==> config.mk <==
export PLATFORM = sky130hd
export DESIGN_NAME = rr_arb4_sel
export DESIGN_NICKNAME = d
export VERILOG_FILES = /design/src/rtl/rr_arb4_sel.sv
export SDC_FILE = /design/constraint.sdc
export NUM_CORES = 1
export LEC_CHECK = 0
export BUFFER_PORTS_ARGS = -buffer_cell sky130_fd_sc_hd__buf_2
export CAP_MARGIN = 20
export CORE_MARGIN = 3
export CORE_UTILIZATION = 59
export DETAILED_ROUTE_END_ITERATION = 8
export PLACE_DENSITY = 0.9
export SLEW_MARGIN = 40
export SYNTH_ARGS = -nofsm -noshare
export SYNTH_HDL_FRONTEND = slang
export SYNTH_SLANG_ARGS = --single-unit
==> constraint.sdc <==
create_clock -name clk_i -period 4.3 [get_ports clk_i]
set_input_delay 0.43 -clock clk_i [delete_from_list [all_inputs] [get_ports clk_i]]
set_output_delay 0.43 -clock clk_i [all_outputs]
set_load 0.02 [all_outputs]
==> src/rtl/rr_arb4_sel.sv <==
// Round-robin arbiter driving the 2-bit select of a downstream 4:1 mux.
// Grants are registered and held for bounded bursts; one-cycle req->output latency.
module rr_arb4_sel #(
    parameter int unsigned BURST = 4,
    parameter int unsigned CW    = 3
) (
    input  logic       clk_i,
    input  logic       reset_i,
    input  logic [3:0] req_i,
    output logic [1:0] s_o,
    output logic [3:0] gnt_o,
    output logic       valid_o
);

    typedef enum logic [1:0] {
        StIdle = 2'b00,
        StBusy = 2'b01
    } state_e;

    state_e          state_q, state_d;
    logic [1:0]      s_q, s_d;
    logic [1:0]      ptr_q, ptr_d;
    logic [3:0]      gnt_q, gnt_d;
    logic            valid_q, valid_d;
    logic [CW-1:0]   cnt_q, cnt_d;

    logic [1:0] win;
    logic [1:0] idx;
    logic       found;
    logic       others;
    logic       hold;

    // Rotating priority search starting at ptr; first set request wins.
    always_comb begin
        win   = ptr_q;
        idx   = ptr_q;
        found = 1'b0;
        for (int unsigned k = 0; k < 4; k++) begin
            idx = ptr_q + 2'(k);
            if (!found && req_i[idx]) begin
                win   = idx;
                found = 1'b1;
            end
        end
    end

    assign hold   = req_i[s_q];
    assign others = |(req_i & ~(4'b0001 << s_q));

    always_comb begin
        state_d = state_q;
        s_d     = s_q;
        ptr_d   = ptr_q;
        gnt_d   = gnt_q;
        valid_d = valid_q;
        cnt_d   = cnt_q;
        unique case (state_q)
            StIdle: begin
                if (found) begin
                    state_d = StBusy;
                    s_d     = win;
                    gnt_d   = 4'b0001 << win;
                    valid_d = 1'b1;
                    cnt_d   = CW'(1);
                    ptr_d   = win + 2'd1;
                end
            end
            StBusy: begin
                if (hold && (cnt_q < CW'(BURST))) begin
                    cnt_d = cnt_q + CW'(1);
                end else if (hold && !others) begin
                    // Sole requester at burst end keeps the grant; restart burst.
                    cnt_d = CW'(1);
                end else if (found) begin
                    s_d     = win;
                    gnt_d   = 4'b0001 << win;
                    valid_d = 1'b1;
                    cnt_d   = CW'(1);
                    ptr_d   = win + 2'd1;
                end else begin
                    state_d = StIdle;
                    gnt_d   = 4'b0000;
                    valid_d = 1'b0;
                end
            end
            default: begin
                state_d = StIdle;
                gnt_d   = 4'b0000;
                valid_d = 1'b0;
                cnt_d   = '0;
            end
        endcase
    end

    always_ff @(posedge clk_i or posedge reset_i) begin
        if (reset_i) begin
            state_q <= StIdle;
            s_q     <= 2'd0;
            ptr_q   <= 2'd0;
            gnt_q   <= 4'b0000;
            valid_q <= 1'b0;
            cnt_q   <= '0;
        end else begin
            state_q <= state_d;
            s_q     <= s_d;
            ptr_q   <= ptr_d;
            gnt_q   <= gnt_d;
            valid_q <= valid_d;
            cnt_q   <= cnt_d;
        end
    end

    assign s_o     = s_q;
    assign gnt_o   = gnt_q;
    assign valid_o = valid_q;

endmodule
## After elaboration in Yosys (flattened, before gate mapping)

Cells that the tools add are included.

- Logic and storage cells: 85
- Register bits after elaboration: 14
- Input port bits: 6
- Output and inout bits: 7

- Bitwise operators: 2
- Equality and inequality tests: 5
- Muxes and demuxes: 44
- Shift operators: 2
- Order comparisons: 6
- Reductions and logical operators: 15
- Add/sub/neg operators: 5

Operators with widths:

| operator | number |
|---|---|
| 2-bit two-way mux | 13 |
| 4-bit two-way mux | 4 |
| 2-bit by 3-bit less-than comparator with 1-bit output, second input constant | 5 |
| 1-bit two-way mux | 13 |
| 2-bit case mux with 2 select lines | 3 |
| 1-bit binary-select mux with 2-bit select | 5 |
| 3-bit two-way mux | 3 |
| 2-bit inequality test, second input constant | 4 |
| 4-bit case mux with 2 select lines | 1 |
| 1-bit by 2-bit << shifter with 4-bit output, first input constant | 2 |
| 3-bit case mux with 2 select lines | 1 |
| 3-bit AND reduction | 2 |
| 1-bit logical AND | 5 |
| 2-bit by 1-bit adder with 2-bit output, second input constant | 2 |
| 2-bit adder, second input constant | 2 |
| 4-bit AND | 1 |
| 1-bit logical NOT | 4 |
| 4-bit NOT | 1 |
| 4-bit AND reduction | 1 |
| 4-bit OR reduction | 1 |
| 3-bit by 1-bit adder with 3-bit output, second input constant | 1 |
| 3-bit less-than comparator, second input constant | 1 |
| 2-bit by 1-bit == test with 1-bit output, second input constant | 1 |
| 2-bit logical NOT | 1 |
| other kinds (2) | 2 |

## Depth between registers and ports, before layout

Gate-level depths: netlist of the first run.

- Word-level depth: 17
- Gate-level depth with buffers: 8
- Depth with buffers taken out: 7

## Worst setup path before layout of the first run

Ideal clock, no wire load.

- Path kind: in2reg
- Start: input port req_i[1]
- End: register gnt_q[0], in the netlist gnt_o[0]
- Setup slack: 2.470 ns
- Data arrival time: 1.749 ns
- Stages: 6
- Buffers on the path: 1
- Cell sequence: buf_6 > nor4_4 > ha_1 > a21oi_1 > a41oi_2 > mux2i_1

- Word-level cells in the longest chain between the ends: 17
- Elaborated cells on any way between the ends: 38
- Those cells by class: 3 x eq/ne; 1 x shift; 22 x mux; 1 x bitwise; 11 x reduce/logical

RTL lines:

| what | RTL line | text |
|---|---|---|
| start: declaration | 9 | `input logic [3:0] req_i,` |
| 1-bit binary-select mux with 2-bit select | 40 | `if (!found && req_i[idx]) begin` |
| 1-bit two-way mux (not written as such) | 40 |  |
| 1-bit two-way mux | 40 |  |
| 1-bit logical NOT | 40 |  |
| 1-bit logical AND | 40 |  |
| 1-bit two-way mux | 40 |  |
| 1-bit logical NOT | 40 |  |
| 1-bit logical AND | 40 |  |
| 1-bit two-way mux | 40 |  |
| 1-bit logical NOT | 40 |  |
| 1-bit logical AND | 40 |  |
| 2-bit two-way mux | 40 |  |
| 1-bit by 2-bit << shifter with 4-bit output | 62, 76 |  |
| 4-bit two-way mux | 74 | `end else if (found) begin` |
| 4-bit two-way mux | 71 | `end else if (hold && !others) begin` |
| 4-bit two-way mux | 69 | `if (hold && (cnt_q < CW'(BURST))) begin` |
| 4-bit case mux with 2 select lines | 57 | `unique case (state_q)` |
| end signal: assignment | 107 | `gnt_q <= gnt_d;` |
| end: declaration | 23 | `logic [3:0] gnt_q, gnt_d;` |

Several ways; a longest one is shown, not always the timed one. The select of a mux whose other input is x is not followed.
A chain may end at the register's enable or synchronous reset.

## Final worst setup path of the first run

- Start: register ptr_q[1]
- End: register ptr_q[1]

- Word-level cells in the longest chain between the ends: 17
- Elaborated cells on any way between the ends: 29
- Those cells by class: 4 x add/sub; 19 x mux; 6 x reduce/logical

RTL lines:

| what | RTL line | text |
|---|---|---|
| start: declaration | 22 | `logic [1:0] ptr_q, ptr_d;` |
| start signal: assignment | 106 | `ptr_q <= ptr_d;` |
| parallel branches: the longest is 11 deep, another holds 2-bit by 1-bit adder with 2-bit output | - |  |
| 2-bit two-way mux (*) | 40 |  |
| net win[1] | 27 | `logic [1:0] win;` |
| 2-bit by 1-bit adder with 2-bit output (*) | 65, 79 |  |
| 2-bit two-way mux (*) | 59, 74 |  |
| 2-bit two-way mux | 71 |  |
| 2-bit two-way mux | 69 |  |
| 2-bit case mux with 2 select lines (*) | 57 |  |

Mark *: on every way through the listed nets, which the timed path passes. The select of a mux whose other input is x is not followed.

==> summary.txt, run 1 <==
Run status
  • Status: finished clean

Critical path
  • Crit path max-delay cell type: a2111oi_0
  • WS Path Type: flop to flop
  • Reg-to-reg slack, setup: 2.36 ns
  • Crit path cell chain: nor3b_1, a2111oi_0, nor2_1, ha_1, mux2_4
  • Critical Path Start: ptr_q[1]$_DFFE_PP0P_
  • Critical Path RT: 4.47 ns
  • FF-to-FF Start: ptr_q[1]$_DFFE_PP0P_
  • R2R Path End: ptr_q[1]$_DFFE_PP0P_
  • CP endpoint kind: flop
  • Worst path depth: 5
  • Worst R2R Path Depth: 5
  • CP Buf/Inv Count: 0
  • Crit path largest cell delay: 0.46 ns
  • Crit-path max FO: 6
  • Delay-heaviest family, CP: compound AO/OA/AOI/OAI gates
  • Worst Setup Start Kind: flop
  • Critical path arrival: 2.11 ns

Synthesis
  • Top-area cell type share of the netlist area: 0.366
  • Largest family of logic cells by synthesized area: multiplexers
  • Syn_area_per_cell: 10.8 um^2
  • Post-synthesis adder-cell area fraction: 0.0985
  • Area contributors post-synth: dfrtp_1 (37%), ha_1 (9.8%), mux2i_1 (7.9%)
  • Cell variety after synth: 28
  • Yosys reg bits: 13
  • Synth Area in Compound Gates: 0.145
  • Cell Area, Synth: 890 um^2
  • Post-Syn Instances: 82
  • Post-synthesis sequential area ratio: 0.366
  • Post-Synth Simple-Gate Area: 0.143
  • Post-synth top area cell: dfrtp_1
  • Ys Warns: 0
  • Synth Area in XOR/XNOR: 0
  • Syn_nets: 95
  • Multiplexer share of the synthesized area: 0.172

Global route
  • First-pass GRT wire length: 2850 um
  • Antenna violations before repair: 0
  • All-Layer GR Usage: 0.200
  • Largest net degree at the start of global routing: 14
  • Grt total ovfl: 0
  • Vias in the first global route: 654

CTS
  • Resize count post-CTS: 0
  • Worst skew pair latency: 0.28 ns
  • Post-CTS Hold Buffers: 0
  • TritonCTS Sinks: 13
  • Num CTS Buffers: 3
  • CTS tree: yes
  • Root buffer cell: clkbuf_4
  • Setup Buffers After CTS: 0
  • Worst-path clk slew: 0.08 ns
  • H-tree Lvls: 1
  • Max clock buf depth: 2

Route
  • Routed vias/inst: 5.66
  • Vias post-DR: 628
  • Remaining routing DRC violations: 0
  • Antenna viol nets, final: 0
  • WL final: 1580 um
  • DR WL/cell: 14.3 um
  • TritonRoute pass-1 iters: 4
  • Drt initial violations: 12

STA
  • Setup tns final: 0 ns
  • Period utilisation layout: 0.451
  • Fin. Hold Viols: 0
  • Slew margin rel.: 0.690
  • Worst Clk Skew: 0.00503 ns
  • Min Tclk post-route: 1.94 ns
  • Worst Tran Pin Value: 0.453 ns
  • RSZ-0062 raised after global routing: false
  • F_max: 516 MHz
  • Max-slew violation count: 0
  • Final setup violation count: 0

Die
  • Full die area: 2010 um^2
  • DIE WIDTH: 44.8 um
  • Top Ports: 13
  • Die H: 44.8 um
  • Core Area: 1350 um^2
  • Rows: 13
  • Starting Density: 0.659

Hold path
  • Min-Delay Path Class: input pin to asynchronous set/reset pin

Power and ir drop
  • P per Cell Area: 683 nW/um^2
  • Design Power: 0.000664 W
  • Max VDD drop: 0.422 mV
  • Leak: 0.479 nW

Place
  • Final HPWL DP: 1210 um
  • # port buffers: 12
  • DP Area: 946 um^2
  • GPL Wtd Cong: 0.730

Layout
  • Area growth from synthesis to layout: 9.28%
  • Ant. Diodes: 0
  • Area of the multi-input gates: 497 um^2
  • Design Area, Final: 972 um^2
  • Fillers: 97
  • Layout cells sized above 1: 0.260
  • Register area: 325 um^2
  • Nets: 110

Flow run
  • Maxcap violations: 0
synthesized netlist by cell type:
master and n:
a21oi_2 1, mux2_4 4, nand2_1 7, and2b_1 1, ha_1 7, nor2b_1 1
nor3_1 2, o21ba_2 1, dfrtp_1 13, a31oi_1 1, a22oi_1 1, nor4_1 1
o311a_1 1, mux4_2 1, a41oi_2 1, buf_6 2, nor4_4 1, nor3b_1 3
inv_1 12, a21o_1 1, a21oi_1 2, a22o_1 2, o21ai_0 1, a31oi_4 1
nor2_1 4, nand2b_1 2, a2111oi_0 1, mux2i_1 7
worst max path at each step:
stage / slack [ns] / endpoint
3_3_place_gp: 2.29 / gnt_o[0]$_DFFE_PP0P_
2_1_floorplan: 2.47 / gnt_o[0]$_DFFE_PP0P_
4_1_cts: 2.36 / ptr_q[1]$_DFFE_PP0P_
6_report: 2.36 / ptr_q[1]$_DFFE_PP0P_
5_1_grt: 2.28 / ptr_q[1]$_DFFE_PP0P_
3_5_place_dp: 2.19 / gnt_o[2]$_DFFE_PP0P_
registers in the layout, summed over array words and instances (netlist names):
name	flops
s_o	2
cnt_q	3
gnt_o	4
state_q	1
valid_o	1
ptr_q	2
layout make-up:
cell class                      instances  share of cell area
Timing Repair Buffer                   12              0.0618
Multi-Input combinational cell         55               0.511
Tap cell                               15              0.0193
Clock buffer                            4              0.0270
Sequential cell                        13               0.335
Inverter                               12              0.0463
cell usage in the layout, fill, tap and decap left out, types with 2 or more instances in the layout:
cell type	netlist	routed
a22o_1	2	2
clkbuf_4	0	3
mux2_4	4	4
dfrtp_1	13	13
buf_2	0	12
a21oi_1	2	2
nand2_1	7	7
nor3b_1	3	3
nor2_1	4	4
ha_1	7	7
mux2i_1	7	7
nor3_1	2	2
inv_1	12	12
nand2b_1	2	2
report_power, final:
group,leakage (nW),internal [W],switching [W]
combinational,0.308,0.000181,0.000176
clock,0.0150,0.0000361,0.0000412
sequential,0.155,0.000174,0.0000557
cells by family after synthesis:
logic type / after synthesis
adders and majority gates: 7
and+or+nand+nor: 22
muxes: 12
DFF: 13
buffers and inverters: 14
AOI/OAI and AO/OA: 14
per-stage QoR:
stage	hold WS (ns)	cells	setup slack [ns]	util
final	0.150	111	2.36	0.720
after global routing	0.173	111	2.28	0.720
after CTS	0.160	111	2.36	0.720
after detailed placement	0.470	107	2.19	0.701
after global placement	0.459	107	2.29	0.701
after floorplan	0.307	82	2.47	-
layer usage:
layer	vias to the layer above	global-route usage	wire length (um)
met3	4	0.0757	52
met5	-	0	0
met4	0	0.0994	30
met1	304	0.243	719
li1	315	-	-
met2	5	0.309	780
Note: power is estimated with default switching activity, not from simulation.
==> run 2: changes to the inputs <==
--- a/config.mk
+++ b/config.mk
@@ -8,9 +8,9 @@
 export BUFFER_PORTS_ARGS = -buffer_cell sky130_fd_sc_hd__buf_2
 export CAP_MARGIN = 20
 export CORE_MARGIN = 3
-export CORE_UTILIZATION = 59
+export CORE_UTILIZATION = 55
 export DETAILED_ROUTE_END_ITERATION = 8
-export PLACE_DENSITY = 0.9
+export PLACE_DENSITY = 0.85
 export SLEW_MARGIN = 40
 export SYNTH_ARGS = -nofsm -noshare
 export SYNTH_HDL_FRONTEND = slang
==> constraint.sdc (replaced) <==
create_clock -name clk_i -period 2 [get_ports clk_i]
set_input_delay 0.2 -clock clk_i [delete_from_list [all_inputs] [get_ports clk_i]]
set_output_delay 0.2 -clock clk_i [all_outputs]
set_load 0.02 [all_outputs]
==> run 2 against run 1 <==
Against the previous run:
- sequential share of layout area decreased by 0.63 points
- first-iteration DRC count is 42% higher
- utilization shrank 1.2 points
- combinational power grew 110%
- clock skew decreased by 0.0038 ns
- critical path depth stayed put
- global-route usage fell by 0.43 points
- largest cell class unchanged
- largest power group unchanged
==> summary.txt, run 2 (synthesis results as in run 1) <==
Power and ir drop
  • Comb power frac: 0.536 (was 0.538)
  • Switching share of total power: 0.409 (was 0.411)
  • Seq pwr share: 0.346 (about the same)
  • Internal power: 0.000839 W (was 0.000391 W)
  • Leak: 0.488 nW (was 0.479 nW)
  • Max VDD drop: 0.924 mV (was 0.422 mV)
  • P per Cell Area: 1430 nW/um^2 (was 683 nW/um^2)
  • Net load switching power: 0.000581 W (was 0.000273 W)
  • Clk pwr share: 0.118 (was 0.116)

Global route
  • Met2 GRT Util: 0.294 (was 0.309)
  • GRT busiest layer: met2 (unchanged)
  • Vias in the first global route: 600 (was 654)
  • Grt total ovfl: 0 (unchanged)
  • Antenna violations before repair: 0 (unchanged)
  • Largest net degree at the start of global routing: 14 (unchanged)
  • All-Layer GR Usage: 0.195 (was 0.200)
  • Grt met1 use: 0.243 (about the same)
  • First-pass GRT wire length: 2820 um (was 2850 um)
  • Met3 Usage GRT: 0.0586 (was 0.0757)

CTS
  • Worst-path clk slew: 0.08 ns (about the same)
  • CTS tree: yes (unchanged)
  • Root buffer cell: clkbuf_4 (unchanged)
  • Num CTS Buffers: 3 (unchanged)
  • H-tree Lvls: 1 (unchanged)
  • TritonCTS Sinks: 13 (unchanged)
  • Max clock buf depth: 2 (unchanged)
  • Setup Buffers After CTS: 0 (unchanged)
  • Worst skew pair latency: 0.28 ns (about the same)

Critical path
  • CP endpoint kind: flop (unchanged)
  • Reg-to-reg slack, setup: 0.19 ns (was 2.36 ns)
  • Critical Path RT: 2.18 ns (was 4.47 ns)
  • CP Buf/Inv Count: 0 (unchanged)
  • Crit path max-delay cell type: dfrtp_1 (was a2111oi_0)
  • Delay-heaviest family, CP: flip-flops (was compound AO/OA/AOI/OAI gates)
  • Crit path largest cell delay: 0.44 ns (was 0.46 ns)
  • Crit-path max FO: 6 (unchanged)
  • FF-to-FF Start: ptr_q[1]$_DFFE_PP0P_ (unchanged)
  • WS Path Type: flop to flop (unchanged)
  • Crit path cell chain: nor3b_1, a2111oi_1, nor2_1, ha_1, mux2_4 (was nor3b_1, a2111oi_0, nor2_1, ha_1, mux2_4)
  • R2R Path End: ptr_q[1]$_DFFE_PP0P_ (unchanged)
  • Worst Setup Start Kind: flop (unchanged)
  • Critical path arrival: 1.99 ns (was 2.11 ns)
  • Worst R2R Path Depth: 5 (unchanged)

STA
  • Slew margin rel.: 0.681 (was 0.690)
  • Final setup margin: 0.189 ns (was 2.36 ns)
  • Min Tclk post-route: 1.81 ns (was 1.94 ns)
  • Worst Clk Skew: 0.00124 ns (was 0.00503 ns)
  • Final setup violation count: 0 (unchanged)
  • Period utilisation layout: 0.906 (was 0.451)
  • F_max: 552 MHz (was 516 MHz)
  • RSZ-0062 raised after global routing: false (unchanged)
  • Setup tns final: 0 ns (unchanged)
  • Worst Tran Pin Value: 0.478 ns (was 0.453 ns)
  • Fin. Hold Viols: 0 (unchanged)
  • Max-slew violation count: 0 (unchanged)

Layout
  • Most common cell after layout, fill and taps aside: dfrtp_1 (unchanged)
  • Final Non-Filler Cells: 113 (was 111)
  • Area growth from synthesis to layout: 11.4% (was 9.28%)
  • Highest-count cells in the layout ignoring fill and taps: dfrtp_1 (13), inv_1 (12), buf_2 (12) (unchanged)
  • Design Area, Final: 991 um^2 (was 972 um^2)
  • Fillers: 114 (was 97)
  • Largest register FFs: 4 (unchanged)
  • Nets: 112 (was 110)
  • Ant. Diodes: 0 (unchanged)
  • Final Util: 0.708 (was 0.720)
  • Layout cells sized above 1: 0.265 (was 0.260)

Place
  • DP Area: 953 um^2 (was 946 um^2)
  • Pre-CTS setup slack: 0.139 ns (was 2.19 ns)
  • Final HPWL DP: 1240 um (was 1210 um)
  • GPL Wtd Cong: 0.740 (was 0.730)
  • DP Cell Count: 108 (was 107)
  • # port buffers: 12 (unchanged)

Die
  • Rows: 13 (unchanged)
  • Die H: 46.2 um (was 44.8 um)
  • Full die area: 2140 um^2 (was 2010 um^2)
  • DIE WIDTH: 46.2 um (was 44.8 um)
  • Top Ports: 13 (unchanged)
  • Core Area: 1400 um^2 (was 1350 um^2)
  • Starting Density: 0.636 (was 0.659)

Route
  • TritonRoute pass-1 iters: 4 (unchanged)
  • Routed vias/inst: 5.60 (was 5.66)
  • Antenna viol nets, final: 0 (unchanged)
  • Remaining routing DRC violations: 0 (unchanged)
  • Drt initial violations: 17 (was 12)
  • Vias post-DR: 633 (was 628)
  • WL final: 1610 um (was 1580 um)
  • DR WL/cell: 14.3 um (about the same)

Flow run
  • Maxcap violations: 0 (unchanged)

Run status
  • Status: finished clean (unchanged)

Hold path
  • Min-Delay Path Class: input pin to asynchronous set/reset pin (unchanged)
-- run 2: cell types whose count changed in the layout (fill, tap and decap cells not counted), sizes merged --
cell,change
dlygate4sd3,+1
buf,+1
-- run 2: what timing repair did --
item | in CTS | in global routing
endpoints found under the setup margin | 0 | 1
gates resized for setup | 0 | 1
hold endpoints to repair | 13 | 0
hold buffers | 1 | 0
-- run 2: worst max path at each step --
stage / start / slack, ns / to / cells past startpoint
after CTS: ptr_q[1]$_DFFE_PP0P_ / 0.11 / ptr_q[1]$_DFFE_PP0P_ / 5
after detailed placement: ptr_q[1]$_DFFE_PP0P_ / 0.14 / ptr_q[1]$_DFFE_PP0P_ / 5
after global placement: ptr_q[1]$_DFFE_PP0P_ / 0.21 / ptr_q[1]$_DFFE_PP0P_ / 5
final: ptr_q[1]$_DFFE_PP0P_ / 0.19 / ptr_q[1]$_DFFE_PP0P_ / 5
after global routing: ptr_q[1]$_DFFE_PP0P_ / 0.04 / ptr_q[1]$_DFFE_PP0P_ / 5
after floorplan: s_o[0]$_DFFE_PP0P_ / 0.20 / s_o[1]$_DFFE_PP0P_ / 4
-- run 2: area by class of cell --
cell class                      count  area [um^2]  area share
Multi-Input combinational cell     55          498       0.503
Sequential cell                    13          325       0.328
Timing Repair Buffer               14         77.6      0.0783
Inverter                           12         45.0      0.0455
Clock buffer                        4         26.3      0.0265
Tap cell                           15         18.8      0.0189
-- run 2: per-layer routing --
layer	up-vias	routed length, um
met1	303	726
met4	0	38
met2	6	801
met5	-	0
li1	319	-
met3	5	47
-- run 2: worst register-to-register path, stage by stage (launching register included) --
cell and delay (ns):
dfrtp_1 0.44, nor3b_1 0.16, a2111oi_1 0.38, nor2_1 0.17
ha_1 0.30, mux2_4 0.26
-- run 2: per-stage QoR --
stage	total power (W)	hold WS, ns
5_1_grt	0.00154	0.511
2_1_floorplan	0.00109	0.0770
3_3_place_gp	0.00123	0.234
4_1_cts	0.00144	0.475
3_5_place_dp	0.00126	0.246
6_report	0.00142	0.467
-- run 2: power groups by stage --
| stage | registers (W) | clock network, W | logic (W) |
|---|---|---|---|
| finish | 0.000492 | 0.000168 | 0.000761 |
| detailed placement | 0.000497 | 0 | 0.000765 |
| global placement | 0.000487 | 0 | 0.000742 |
| CTS | 0.000492 | 0.000175 | 0.000770 |
| global route | 0.000510 | 0.000186 | 0.000842 |
| floorplan | 0.000539 | 0 | 0.000553 |
==> run 3: changes to the inputs <==
--- a/config.mk
+++ b/config.mk
@@ -9,6 +9,7 @@
 export CAP_MARGIN = 20
 export CORE_MARGIN = 3
 export CORE_UTILIZATION = 55
+export CTS_BUF_LIST = sky130_fd_sc_hd__clkbuf_8 sky130_fd_sc_hd__clkbuf_16
 export DETAILED_ROUTE_END_ITERATION = 8
 export PLACE_DENSITY = 0.85
 export SLEW_MARGIN = 40
==> run 3 against run 2 <==
Against the previous run:
- cell count stayed put
- combinational power hardly changed
- largest power group unchanged
- sequential cell count stayed put
- sequential power hardly changed
- critical path type unchanged
==> summary.txt, run 3 (synthesis results as in run 1) <==
Power and ir drop
  • Switching share of total power: 0.397 (was 0.409)
  • Comb power frac: 0.511 (was 0.536)
  • P per Cell Area: 1480 nW/um^2 (was 1430 nW/um^2)
  • Clk pwr share: 0.158 (was 0.118)
  • Internal power: 0.000899 W (was 0.000839 W)
  • Max VDD drop: 0.984 mV (was 0.924 mV)
  • Leak: 0.500 nW (was 0.488 nW)
  • Net load switching power: 0.000592 W (was 0.000581 W)
  • Seq pwr share: 0.331 (was 0.346)

Critical path
  • Worst R2R Path Depth: 5 (unchanged)
  • R2R Path End: ptr_q[1]$_DFFE_PP0P_ (unchanged)
  • Worst Setup Start Kind: flop (unchanged)
  • CP Capture Point: ptr_q[1]$_DFFE_PP0P_ (unchanged)
  • Critical Path RT: 2.13 ns (was 2.18 ns)
  • FF-to-FF Start: ptr_q[1]$_DFFE_PP0P_ (unchanged)
  • CP endpoint kind: flop (unchanged)
  • Critical path arrival: 1.94 ns (was 1.99 ns)
  • Reg-to-reg slack, setup: 0.19 ns (about the same)
  • Critical Path Start: ptr_q[1]$_DFFE_PP0P_ (unchanged)
  • Crit-path max FO: 6 (unchanged)
  • WS Path Type: flop to flop (unchanged)

Layout
  • Area of the multi-input gates: 498 um^2 (unchanged)
  • Nets: 112 (unchanged)
  • Largest register FFs: 4 (unchanged)
  • Highest-count cells in the layout ignoring fill and taps: inv_1 (13), dfrtp_1 (13), buf_2 (12) (was dfrtp_1 (13), inv_1 (12), buf_2 (12))
  • Area growth from synthesis to layout: 13.5% (was 11.4%)
  • Layout cells sized above 1: 0.265 (unchanged)
  • Ant. Diodes: 0 (unchanged)
  • Fillers: 113 (was 114)
  • Register area: 325 um^2 (unchanged)

CTS
  • TritonCTS Sinks: 13 (unchanged)
  • Worst-path clk slew: 0.06 ns (was 0.08 ns)
  • CTS tree: yes (unchanged)
  • H-tree Lvls: 1 (unchanged)
  • Num CTS Buffers: 3 (unchanged)
  • Worst skew pair latency: 0.25 ns (was 0.28 ns)
  • Max clock buf depth: 2 (unchanged)
  • Root buffer cell: clkbuf_8 (was clkbuf_4)

Route
  • Antenna viol nets, final: 0 (unchanged)
  • Metal-1 WL: 764 um (was 726 um)
  • WL met3: 59 um (was 47 um)
  • Routed vias/inst: 5.63 (was 5.60)
  • Highest routed layer: met4 (unchanged)
  • Drt initial violations: 11 (was 17)
  • TritonRoute pass-1 iters: 4 (unchanged)
  • WL met2: 771 um (was 801 um)
  • DR WL/cell: 14.4 um (was 14.3 um)
  • Vias post-DR: 636 (was 633)
  • Remaining routing DRC violations: 0 (unchanged)
  • WL final: 1630 um (was 1610 um)

Global route
  • First-pass GRT wire length: 2790 um (was 2820 um)
  • All-Layer GR Usage: 0.196 (was 0.195)
  • Largest net degree at the start of global routing: 14 (unchanged)
  • Antenna violations before repair: 0 (unchanged)
  • Grt total ovfl: 0 (unchanged)
  • Vias in the first global route: 594 (was 600)

STA
  • Min Tclk post-route: 1.81 ns (about the same)
  • Period utilisation layout: 0.904 (was 0.906)
  • Worst Clk Skew: 0.00137 ns (was 0.00124 ns)
  • Worst Tran Pin Value: 0.487 ns (was 0.478 ns)
  • Slew margin rel.: 0.675 (was 0.681)
  • Fin. Hold Viols: 0 (unchanged)
  • RSZ-0062 raised after global routing: false (unchanged)
  • WHS: 0.492 ns (was 0.467 ns)
  • Final setup violation count: 0 (unchanged)
  • Max-slew violation count: 0 (unchanged)
  • Setup tns final: 0 ns (unchanged)
  • F_max: 553 MHz (was 552 MHz)

Die
  • Full die area: 2140 um^2 (unchanged)
  • Core Area: 1400 um^2 (unchanged)
  • DIE WIDTH: 46.2 um (unchanged)
  • Top Ports: 13 (unchanged)
  • Rows: 13 (unchanged)
  • Die H: 46.2 um (unchanged)
  • Starting Density: 0.636 (unchanged)

Place
  • # port buffers: 12 (unchanged)
  • GPL Wtd Cong: 0.740 (unchanged)
  • Final HPWL DP: 1240 um (unchanged)

Run status
  • Status: finished clean (unchanged)

Hold path
  • Min-Delay Path Class: flop to flop (was input pin to asynchronous set/reset pin)

Flow run
  • Maxcap violations: 0 (unchanged)
[run 3: changes by cell type in the layout (fill, tap and decap cells not counted)]
| cell | delta |
|---|---|
| clkbuf_1 | -1 |
| clkbuf_4 | -3 |
| clkbuf_8 | +3 |
| inv_1 | +1 |
[run 3: stage by stage]
stage,instance area (um^2),total power (W),std cells,worst slack (ns),util
after CTS,1010,0.00150,113,0.110,0.721
after floorplan,890,0.00109,82,0.197,-
final,1010,0.00149,113,0.192,0.722
after global routing,1010,0.00161,113,0.0437,0.722
after detailed placement,953,0.00126,108,0.139,0.682
after global placement,953,0.00123,108,0.215,0.682
[run 3: worst min path at each step]
| stage | end | startpoint | depth (start not counted) |
|---|---|---|---|
| floorplan | cnt_q[0]$_DFF_PP0_ | reset_i | 1 |
| global placement | cnt_q[1]$_DFF_PP0_ | reset_i | 2 |
| detailed placement | cnt_q[1]$_DFF_PP0_ | reset_i | 2 |
| CTS | cnt_q[0]$_DFF_PP0_ | cnt_q[0]$_DFF_PP0_ | 1 |
| global route | cnt_q[0]$_DFF_PP0_ | cnt_q[0]$_DFF_PP0_ | 1 |
| finish | cnt_q[0]$_DFF_PP0_ | cnt_q[0]$_DFF_PP0_ | 1 |
[run 3: final cells by class]
type	count	share of cell area
inverters	12	0.0446
flip-flops and latches	13	0.322
repair buffers	14	0.0768
multi-input cells	55	0.493
clock inverters	1	0.00372
well taps	15	0.0186
clock buffers	3	0.0409
[run 3: per-layer routing]
layer  global-route usage  vias up
li1                     -      318
met1                0.245      305
met2                0.286        9
met3               0.0820        4
met4                0.102        0
met5                    0        -
[run 3: critical path, stage by stage (launching register included)]
cell	delay (ns)
dfrtp_1	0.43
nor3b_1	0.16
a2111oi_1	0.38
nor2_1	0.17
ha_1	0.30
mux2_4	0.26
[run 3: power by group through the flow]
stage          logic (W)  registers (W)  clock network (W)
2_1_floorplan   0.000553       0.000539                  0
3_3_place_gp    0.000742       0.000487                  0
3_5_place_dp    0.000765       0.000497                  0
4_1_cts         0.000770       0.000493           0.000237
5_1_grt         0.000842       0.000511           0.000257
6_report        0.000762       0.000493           0.000236
[run 3: timing repair]
| item | CTS | global route |
|---|---|---|
| endpoints found under the hold margin | 13 | 0 |
| buffers inserted | 0 | 0 |
| resized for setup | 0 | 1 |
| hold buffers | 1 | 0 |
| setup endpoints to repair | 0 | 1 |
